===== config.mk =====
export PLATFORM = sky130hd
export DESIGN_NAME = alu_issue_ctrl
export DESIGN_NICKNAME = d
export VERILOG_FILES = /design/src/rtl/alu_issue_ctrl.sv
export SDC_FILE = /design/constraint.sdc
export NUM_CORES = 1
export LEC_CHECK = 0
export ABC_AREA = 1
export BUFFER_PORTS_ARGS = -buffer_cell sky130_fd_sc_hd__buf_2
export CELL_PAD_IN_SITES_DETAIL_PLACEMENT = 0
export CELL_PAD_IN_SITES_GLOBAL_PLACEMENT = 1
export CORE_ASPECT_RATIO = 0.9
export CORE_MARGIN = 5
export CORE_UTILIZATION = 42
export CTS_CLUSTER_DIAMETER = 200
export CTS_CLUSTER_SIZE = 24
export DETAILED_ROUTE_END_ITERATION = 6
export PLACE_DENSITY_LB_ADDON = 0.12
export SETUP_SLACK_MARGIN = 0.2
export SYNTH_ARGS = -nofsm -noshare
export SYNTH_HDL_FRONTEND = slang
export SYNTH_SLANG_ARGS = --single-unit
export TNS_END_PERCENT = 1

===== constraint.sdc =====
create_clock -name clk -period 12.6 [get_ports clk]
set_input_delay 0.63 -clock clk [delete_from_list [all_inputs] [get_ports clk]]
set_output_delay 0.63 -clock clk [all_outputs]
set_load 0.01 [all_outputs]

===== src/rtl/alu_issue_ctrl.sv =====
// ============================================================================
// alu_issue_ctrl
//
// Issue stage that sits in front of a 16-bit combinational ALU. It owns an
// 8-entry register file and accepts one instruction (op, ra, rb, rd) over a
// valid/ready handshake. It drives the ALU operands and select from flops,
// captures the ALU result and zero flag, and then writes the result back to
// R[rd]. The zero flag of the last written result is kept in z_reg.
//
// Each instruction passes through three states:
//   IDLE : accept an instruction (or perform a direct register load)
//   EXEC : ALU settles; capture alu_out / alu_z
//   WB   : write R[rd] and z_reg (legal op) or flag err (illegal op)
// so one instruction is issued at most every three cycles.
//
// Handshake: an instruction transfers on a rising clk edge where
// instr_valid && instr_ready. instr_ready is high only in IDLE and only while
// no direct load is requested; a pending load therefore always wins and the
// instruction is taken on a later cycle (seeing the freshly loaded value).
//
// Ports
//   clk, rst                       clock, asynchronous active-high reset
//   instr_valid / instr_ready      instruction handshake
//   instr_op, instr_ra/rb/rd       ALU select, source and destination regs
//   ld_en, ld_addr, ld_data        direct register load (honoured in IDLE only)
//   dbg_addr / dbg_data            combinational register-file read port
//   alu_a, alu_b, alu_sel          registered ALU operands and select
//   alu_out, alu_z                 ALU result and zero flag
//   z_reg                          zero flag of the last written result
//   done                           one-cycle pulse: legal instruction retired
//   err                            one-cycle pulse: illegal op retired, no write
// ============================================================================
module alu_issue_ctrl #(
    parameter int WIDTH = 16,
    parameter int NREGS = 8
) (
    input  logic             clk,
    input  logic             rst,
    input  logic             instr_valid,
    output logic             instr_ready,
    input  logic [2:0]       instr_op,
    input  logic [2:0]       instr_ra,
    input  logic [2:0]       instr_rb,
    input  logic [2:0]       instr_rd,
    input  logic             ld_en,
    input  logic [2:0]       ld_addr,
    input  logic [WIDTH-1:0] ld_data,
    input  logic [2:0]       dbg_addr,
    output logic [WIDTH-1:0] dbg_data,
    output logic [WIDTH-1:0] alu_a,
    output logic [WIDTH-1:0] alu_b,
    output logic [2:0]       alu_sel,
    input  logic [WIDTH-1:0] alu_out,
    input  logic             alu_z,
    output logic             z_reg,
    output logic             done,
    output logic             err
);

    // ------------------------------------------------------------------
    // ALU select encodings. Codes above OP_PASS_B are illegal.
    // ------------------------------------------------------------------
    localparam logic [2:0] OP_ADD    = 3'b000;  // A + B
    localparam logic [2:0] OP_SUB    = 3'b001;  // B - A
    localparam logic [2:0] OP_MUL    = 3'b010;  // low half of A * B
    localparam logic [2:0] OP_PASS_A = 3'b011;  // A
    localparam logic [2:0] OP_PASS_B = 3'b100;  // B

    // Select value presented to the ALU out of reset: a harmless pass-through.
    localparam logic [2:0] SEL_RESET = OP_PASS_A;

    typedef enum logic [1:0] {
        ST_IDLE = 2'd0,
        ST_EXEC = 2'd1,
        ST_WB   = 2'd2
    } state_t;

    // ------------------------------------------------------------------
    // State
    // ------------------------------------------------------------------
    state_t           state_q,   state_d;
    logic [WIDTH-1:0] regs_q     [NREGS];
    logic [WIDTH-1:0] regs_d     [NREGS];
    logic [WIDTH-1:0] alu_a_q,   alu_a_d;
    logic [WIDTH-1:0] alu_b_q,   alu_b_d;
    logic [2:0]       alu_sel_q, alu_sel_d;
    logic [2:0]       op_q,      op_d;
    logic [2:0]       rd_q,      rd_d;
    logic [WIDTH-1:0] res_q,     res_d;
    logic             resz_q,    resz_d;
    logic             z_reg_q,   z_reg_d;
    logic             done_q,    done_d;
    logic             err_q,     err_d;

    logic             op_legal;

    // Only the five defined select codes produce a writeback.
    always_comb begin
        op_legal = 1'b0;
        case (op_q)
            OP_ADD, OP_SUB, OP_MUL, OP_PASS_A, OP_PASS_B: op_legal = 1'b1;
            default:                                      op_legal = 1'b0;
        endcase
    end

    // ------------------------------------------------------------------
    // Next-state logic
    // ------------------------------------------------------------------
    always_comb begin
        state_d   = state_q;
        regs_d    = regs_q;
        alu_a_d   = alu_a_q;
        alu_b_d   = alu_b_q;
        alu_sel_d = alu_sel_q;
        op_d      = op_q;
        rd_d      = rd_q;
        res_d     = res_q;
        resz_d    = resz_q;
        z_reg_d   = z_reg_q;
        // done / err are pulses: they fall back to zero unless set below.
        done_d    = 1'b0;
        err_d     = 1'b0;

        case (state_q)
            ST_IDLE: begin
                if (ld_en) begin
                    // Direct load takes priority; any pending instruction
                    // waits and will read this value once accepted.
                    regs_d[ld_addr] = ld_data;
                end else if (instr_valid) begin
                    // Operands are sampled here, so rd may alias ra/rb.
                    op_d      = instr_op;
                    rd_d      = instr_rd;
                    alu_a_d   = regs_q[instr_ra];
                    alu_b_d   = regs_q[instr_rb];
                    alu_sel_d = instr_op;
                    state_d   = ST_EXEC;
                end
            end

            ST_EXEC: begin
                // alu_a/alu_b/alu_sel have been stable for a full cycle.
                res_d   = alu_out;
                resz_d  = alu_z;
                state_d = ST_WB;
            end

            ST_WB: begin
                if (op_legal) begin
                    regs_d[rd_q] = res_q;
                    z_reg_d      = resz_q;
                    done_d       = 1'b1;
                end else begin
                    err_d = 1'b1;
                end
                state_d = ST_IDLE;
            end

            default: begin
                state_d = ST_IDLE;
            end
        endcase
    end

    // ------------------------------------------------------------------
    // Registers. Reset aborts any instruction in flight: the FSM returns to
    // IDLE with no writeback and no done/err pulse.
    // ------------------------------------------------------------------
    always_ff @(posedge clk or posedge rst) begin
        if (rst) begin
            state_q   <= ST_IDLE;
            regs_q    <= '{default: '0};
            alu_a_q   <= '0;
            alu_b_q   <= '0;
            alu_sel_q <= SEL_RESET;
            op_q      <= SEL_RESET;
            rd_q      <= '0;
            res_q     <= '0;
            resz_q    <= 1'b0;
            z_reg_q   <= 1'b0;
            done_q    <= 1'b0;
            err_q     <= 1'b0;
        end else begin
            state_q   <= state_d;
            regs_q    <= regs_d;
            alu_a_q   <= alu_a_d;
            alu_b_q   <= alu_b_d;
            alu_sel_q <= alu_sel_d;
            op_q      <= op_d;
            rd_q      <= rd_d;
            res_q     <= res_d;
            resz_q    <= resz_d;
            z_reg_q   <= z_reg_d;
            done_q    <= done_d;
            err_q     <= err_d;
        end
    end

    // ------------------------------------------------------------------
    // Outputs
    // ------------------------------------------------------------------
    assign instr_ready = (state_q == ST_IDLE) && !ld_en;
    assign dbg_data    = regs_q[dbg_addr];
    assign alu_a       = alu_a_q;
    assign alu_b       = alu_b_q;
    assign alu_sel     = alu_sel_q;
    assign z_reg       = z_reg_q;
    assign done        = done_q;
    assign err         = err_q;

endmodule


==> summary.md <==
| Metric | Value |
|---|---|
| Maximum Capacitance Violations | `0` |
| Area added between synthesis and finish | `9.35%` |
| Number of buffers added to fix hold violations after cts | `0` |
| Number of sinks on the clock net | `188` |
| PD cells | `roughly 130 nW/um^2` |
| Final Hold Fails | `0` |
| Sum of negative setup slack | `0 ps` |
| Width of the die | `195 microns` |
| Via Count | `about 14k` |
| Site row count | `61` |
| Post-Syn Area | `roughly 13000 sq um` |
| Clock insertion delay at the later pin of the skew report | `460 ps` |
| Global-route wire length before repair | `around 86 mm` |
| Endpoint class of the critical path | `output port` |
| Final instance area | `14100 sq um` |
| Starting DRC count in detailed routing | `1966` |
| Maximum number of pins on one net before global-route repair | `85` |
| Post-synthesis sequential area ratio | `0.364` |
| Initial antenna violation count | `0` |
| Crit-path max FO | `65` |
| TritonCTS clock tree | `yes` |
| Worst vdd ir | `about 100 uV` |
| Startpoint type of the worst setup path | `input port` |
| Outcome | `completed` |
| Main area contributors after synthesis | `sky130_fd_sc_hd__dfrtp_1 36%, sky130_fd_sc_hd__nand2_1 31%, sky130_fd_sc_hd__nand3_1 14%, sky130_fd_sc_hd__inv_1 4.9%, sky130_fd_sc_hd__o21ai_0 4.1%` |
| Top library cells by usage in the layout, fill and taps aside | `1052 x sky130_fd_sc_hd__nand2_1, 366 x sky130_fd_sc_hd__nand3_1, 186 x sky130_fd_sc_hd__dfrtp_1` |
| Clock-pin slew on the worst setup and hold paths | `70 ps` |
| Final setup slack of the worst path | `8910 ps` |
| Sequential standard cell area | `between 4000 and 5000 sq um` |
| Multi-input logic area | `6910 sq um` |
| Total count of max-transition violations in the final report | `0` |
| I/O Buffers | `109` |
| Max FFs per register | `128` |
| Synthesized instance count | `2152` |
| Critical path type | `in2out` |
| Worst setup slack after placement | `8980 ps` |
| Number of remaining DRC errors | `0` |
| Number of gates given a new drive strength after cts | `0` |
| Proportion of power drawn by combinational gates | `0.273` |
| Slew @ Worst Pin | `1300 ps` |
| Period utilisation layout | `0.293` |
| Max-Slew Margin vs Limit | `0.131` |
| Unrepaired setup endpoints after global routing | `false` |
| Internal power of the cells | `1.12 mW` |
| Filler cell count in the final layout | `3303` |
| Net switching power | `700 uW` |
| Number of standard cells in the layout, taps in and fillers out | `2587` |
| Root Driver | `sky130_fd_sc_hd__clkbuf_16` |
| Standby leakage power | `about 8.1 nW` |
| Max clock buf depth | `2` |
| Routed wire length on met2 | `24.3 mm` |
| Worst path required time | `11970 ps` |
| Number of detailed-routing iterations run before antenna repair | `6` |
| GRT Total Usage | `0.329` |
| I/O pin count | `110` |
| Worst hold slack | `230 ps` |
| Via density per instance | `5.60` |
| Sum of overflow across all layers after global routing | `0` |
| Count of buffers added by post-CTS timing repair for setup | `0` |
| Detailed route wirelength on metal3 | `~6 mm` |
| Nets | `2220` |
| Maximum operating frequency | `271 MHz` |
| Overall power | `around 1.8 mW` |
| Starting utilization of the core area | `0.423` |
| Proportion of power drawn by flip-flops and latches | `0.411` |
| Die area | `34400 sq um` |
| Largest reg by FF count | `regs_q` |
| Register bit total from synthesis | `188` |
| Most common library cell in the layout ignoring fill and taps | `sky130_fd_sc_hd__nand2_1` |
| Sum of net half-perimeters after detailed placement | `38.2 mm` |
| Number of antenna diodes | `0` |
| Final setup violation count | `0` |
| Fraction of power consumed by the clock network | `0.316` |
| Number of global-route vias before repair | `13.2k` |
| Type of the most critical hold path | `in2async` |
| Yosys warns | `0` |
| Mean instance size in the synthesized netlist | `6.01 sq um` |
| Data arrival, critical path | `approximately 3100 ps` |
| Unique masters post-synth | `20` |
| Number of routed nets with antenna violations | `0` |
| Minimum clock period after layout | `approximately 3700 ps` |
| Number of placed instances with taps included | `2555` |
| Setup Skew | `14.6 ps` |
| Average routed wire per standard cell | `22.2 microns` |
| Fraction of post-synthesis cell area in the top cell type by area | `0.360` |
| Top layer reached by signal wires | `met4` |
| Post-Route M1 WL | `25.2 mm` |
| Fraction of power spent switching nets | `0.385` |
| Synthesized netlist net count | `2207` |
| Global placement routability congestion | `0.911` |
| Drt total wl | `57.5 mm` |
| End-of-flow core utilization | `0.462` |
| Biggest area consumer among synthesized cells | `sky130_fd_sc_hd__dfrtp_1` |
| Placed cell area | `13500 sq um` |
| Vertical die dimension | `about 180 microns` |
| Inserted Clock Buffers | `17` |
| CTS HTree Levels | `4` |
| Fraction of final layout cells with drive strength greater than 1 | `0.0969` |
| Core area | `slightly above 30000 sq um` |
-- logic make-up after synthesis --
| logic type | after synthesis | synth area share |
|---|---|---|
| AO/OA/AOI/OAI | 182 | 0.0704 |
| buffers and inverters | 329 | 0.103 |
| flip-flops | 188 | 0.364 |
| multiplexers | 1 | 0.000871 |
| AND/OR/NAND/NOR | 1452 | 0.462 |
-- power by group through the flow --
stage,clock (mW),combinational (mW),sequential [mW]
5_1_grt,0.600,0.544,0.755
3_3_place_gp,0,0.484,0.754
6_report,0.573,0.497,0.747
3_5_place_dp,0,0.487,0.755
4_1_cts,0.580,0.489,0.744
2_1_floorplan,0,0.307,0.744
-- cell type report --
| type | count | share of cell area |
|---|---|---|
| tap | 409 | 0.0362 |
| sequential | 188 | 0.333 |
| inverter | 199 | 0.0534 |
| multi-input combinational | 1635 | 0.489 |
| clock buffer | 19 | 0.0313 |
| clock inverter | 13 | 0.0111 |
| timing repair buffer | 124 | 0.0465 |
-- synthesized netlist by cell type --
cell	count
sky130_fd_sc_hd__inv_2	25
sky130_fd_sc_hd__nor2_2	13
sky130_fd_sc_hd__nand3_1	366
sky130_fd_sc_hd__buf_4	20
sky130_fd_sc_hd__nand2_2	8
sky130_fd_sc_hd__mux2_2	1
sky130_fd_sc_hd__clkinv_1	6
sky130_fd_sc_hd__dfrtp_1	186
sky130_fd_sc_hd__nand2_4	1
sky130_fd_sc_hd__inv_1	168
sky130_fd_sc_hd__o21ai_1	13
sky130_fd_sc_hd__nor2_4	1
sky130_fd_sc_hd__nand2_1	1052
sky130_fd_sc_hd__clkbuf_1	85
sky130_fd_sc_hd__a21oi_1	64
sky130_fd_sc_hd__buf_1	12
sky130_fd_sc_hd__dfstp_2	2
sky130_fd_sc_hd__o21ai_0	105
sky130_fd_sc_hd__nor2_1	11
sky130_fd_sc_hd__buf_2	13
-- worst max-delay path, stage by stage --
cell	delay [ps]
sky130_fd_sc_hd__buf_2	820
sky130_fd_sc_hd__inv_2	730
sky130_fd_sc_hd__a21oi_1	300
sky130_fd_sc_hd__o21ai_0	120
sky130_fd_sc_hd__nand2_1	100
sky130_fd_sc_hd__nand2_1	50
sky130_fd_sc_hd__nand2_1	140
sky130_fd_sc_hd__buf_2	150
-- layer usage --
| metal | up-vias | track usage |
|---|---|---|
| met2 | 835 | 0.477 |
| met4 | 0 | 0.114 |
| li1 | 6753 | - |
| met1 | 6809 | 0.485 |
| met5 | - | 0 |
| met3 | 102 | 0.0721 |
-- worst paths after layout --
kind / start / end / slack [ps] / depth (start not counted)
max: dbg_addr[0] / dbg_data[14] / 8910 / 8
min in group clk: instr_op[0] / op_q[0]$_DFFE_PP1P_ / 370 / 3
max in group asynchronous: rst / regs_q[91]$_DFFE_PP0P_ / 11030 / 3
max reg2reg: op_q[1]$_DFFE_PP1P_ / regs_q[101]$_DFFE_PP0P_ / 9300 / 8
min: rst / regs_q[8]$_DFFE_PP0P_ / 230 / 2
min reg2reg: op_q[0]$_DFFE_PP1P_ / op_q[0]$_DFFE_PP1P_ / 480 / 2
(Power assumes the default switching activity.)
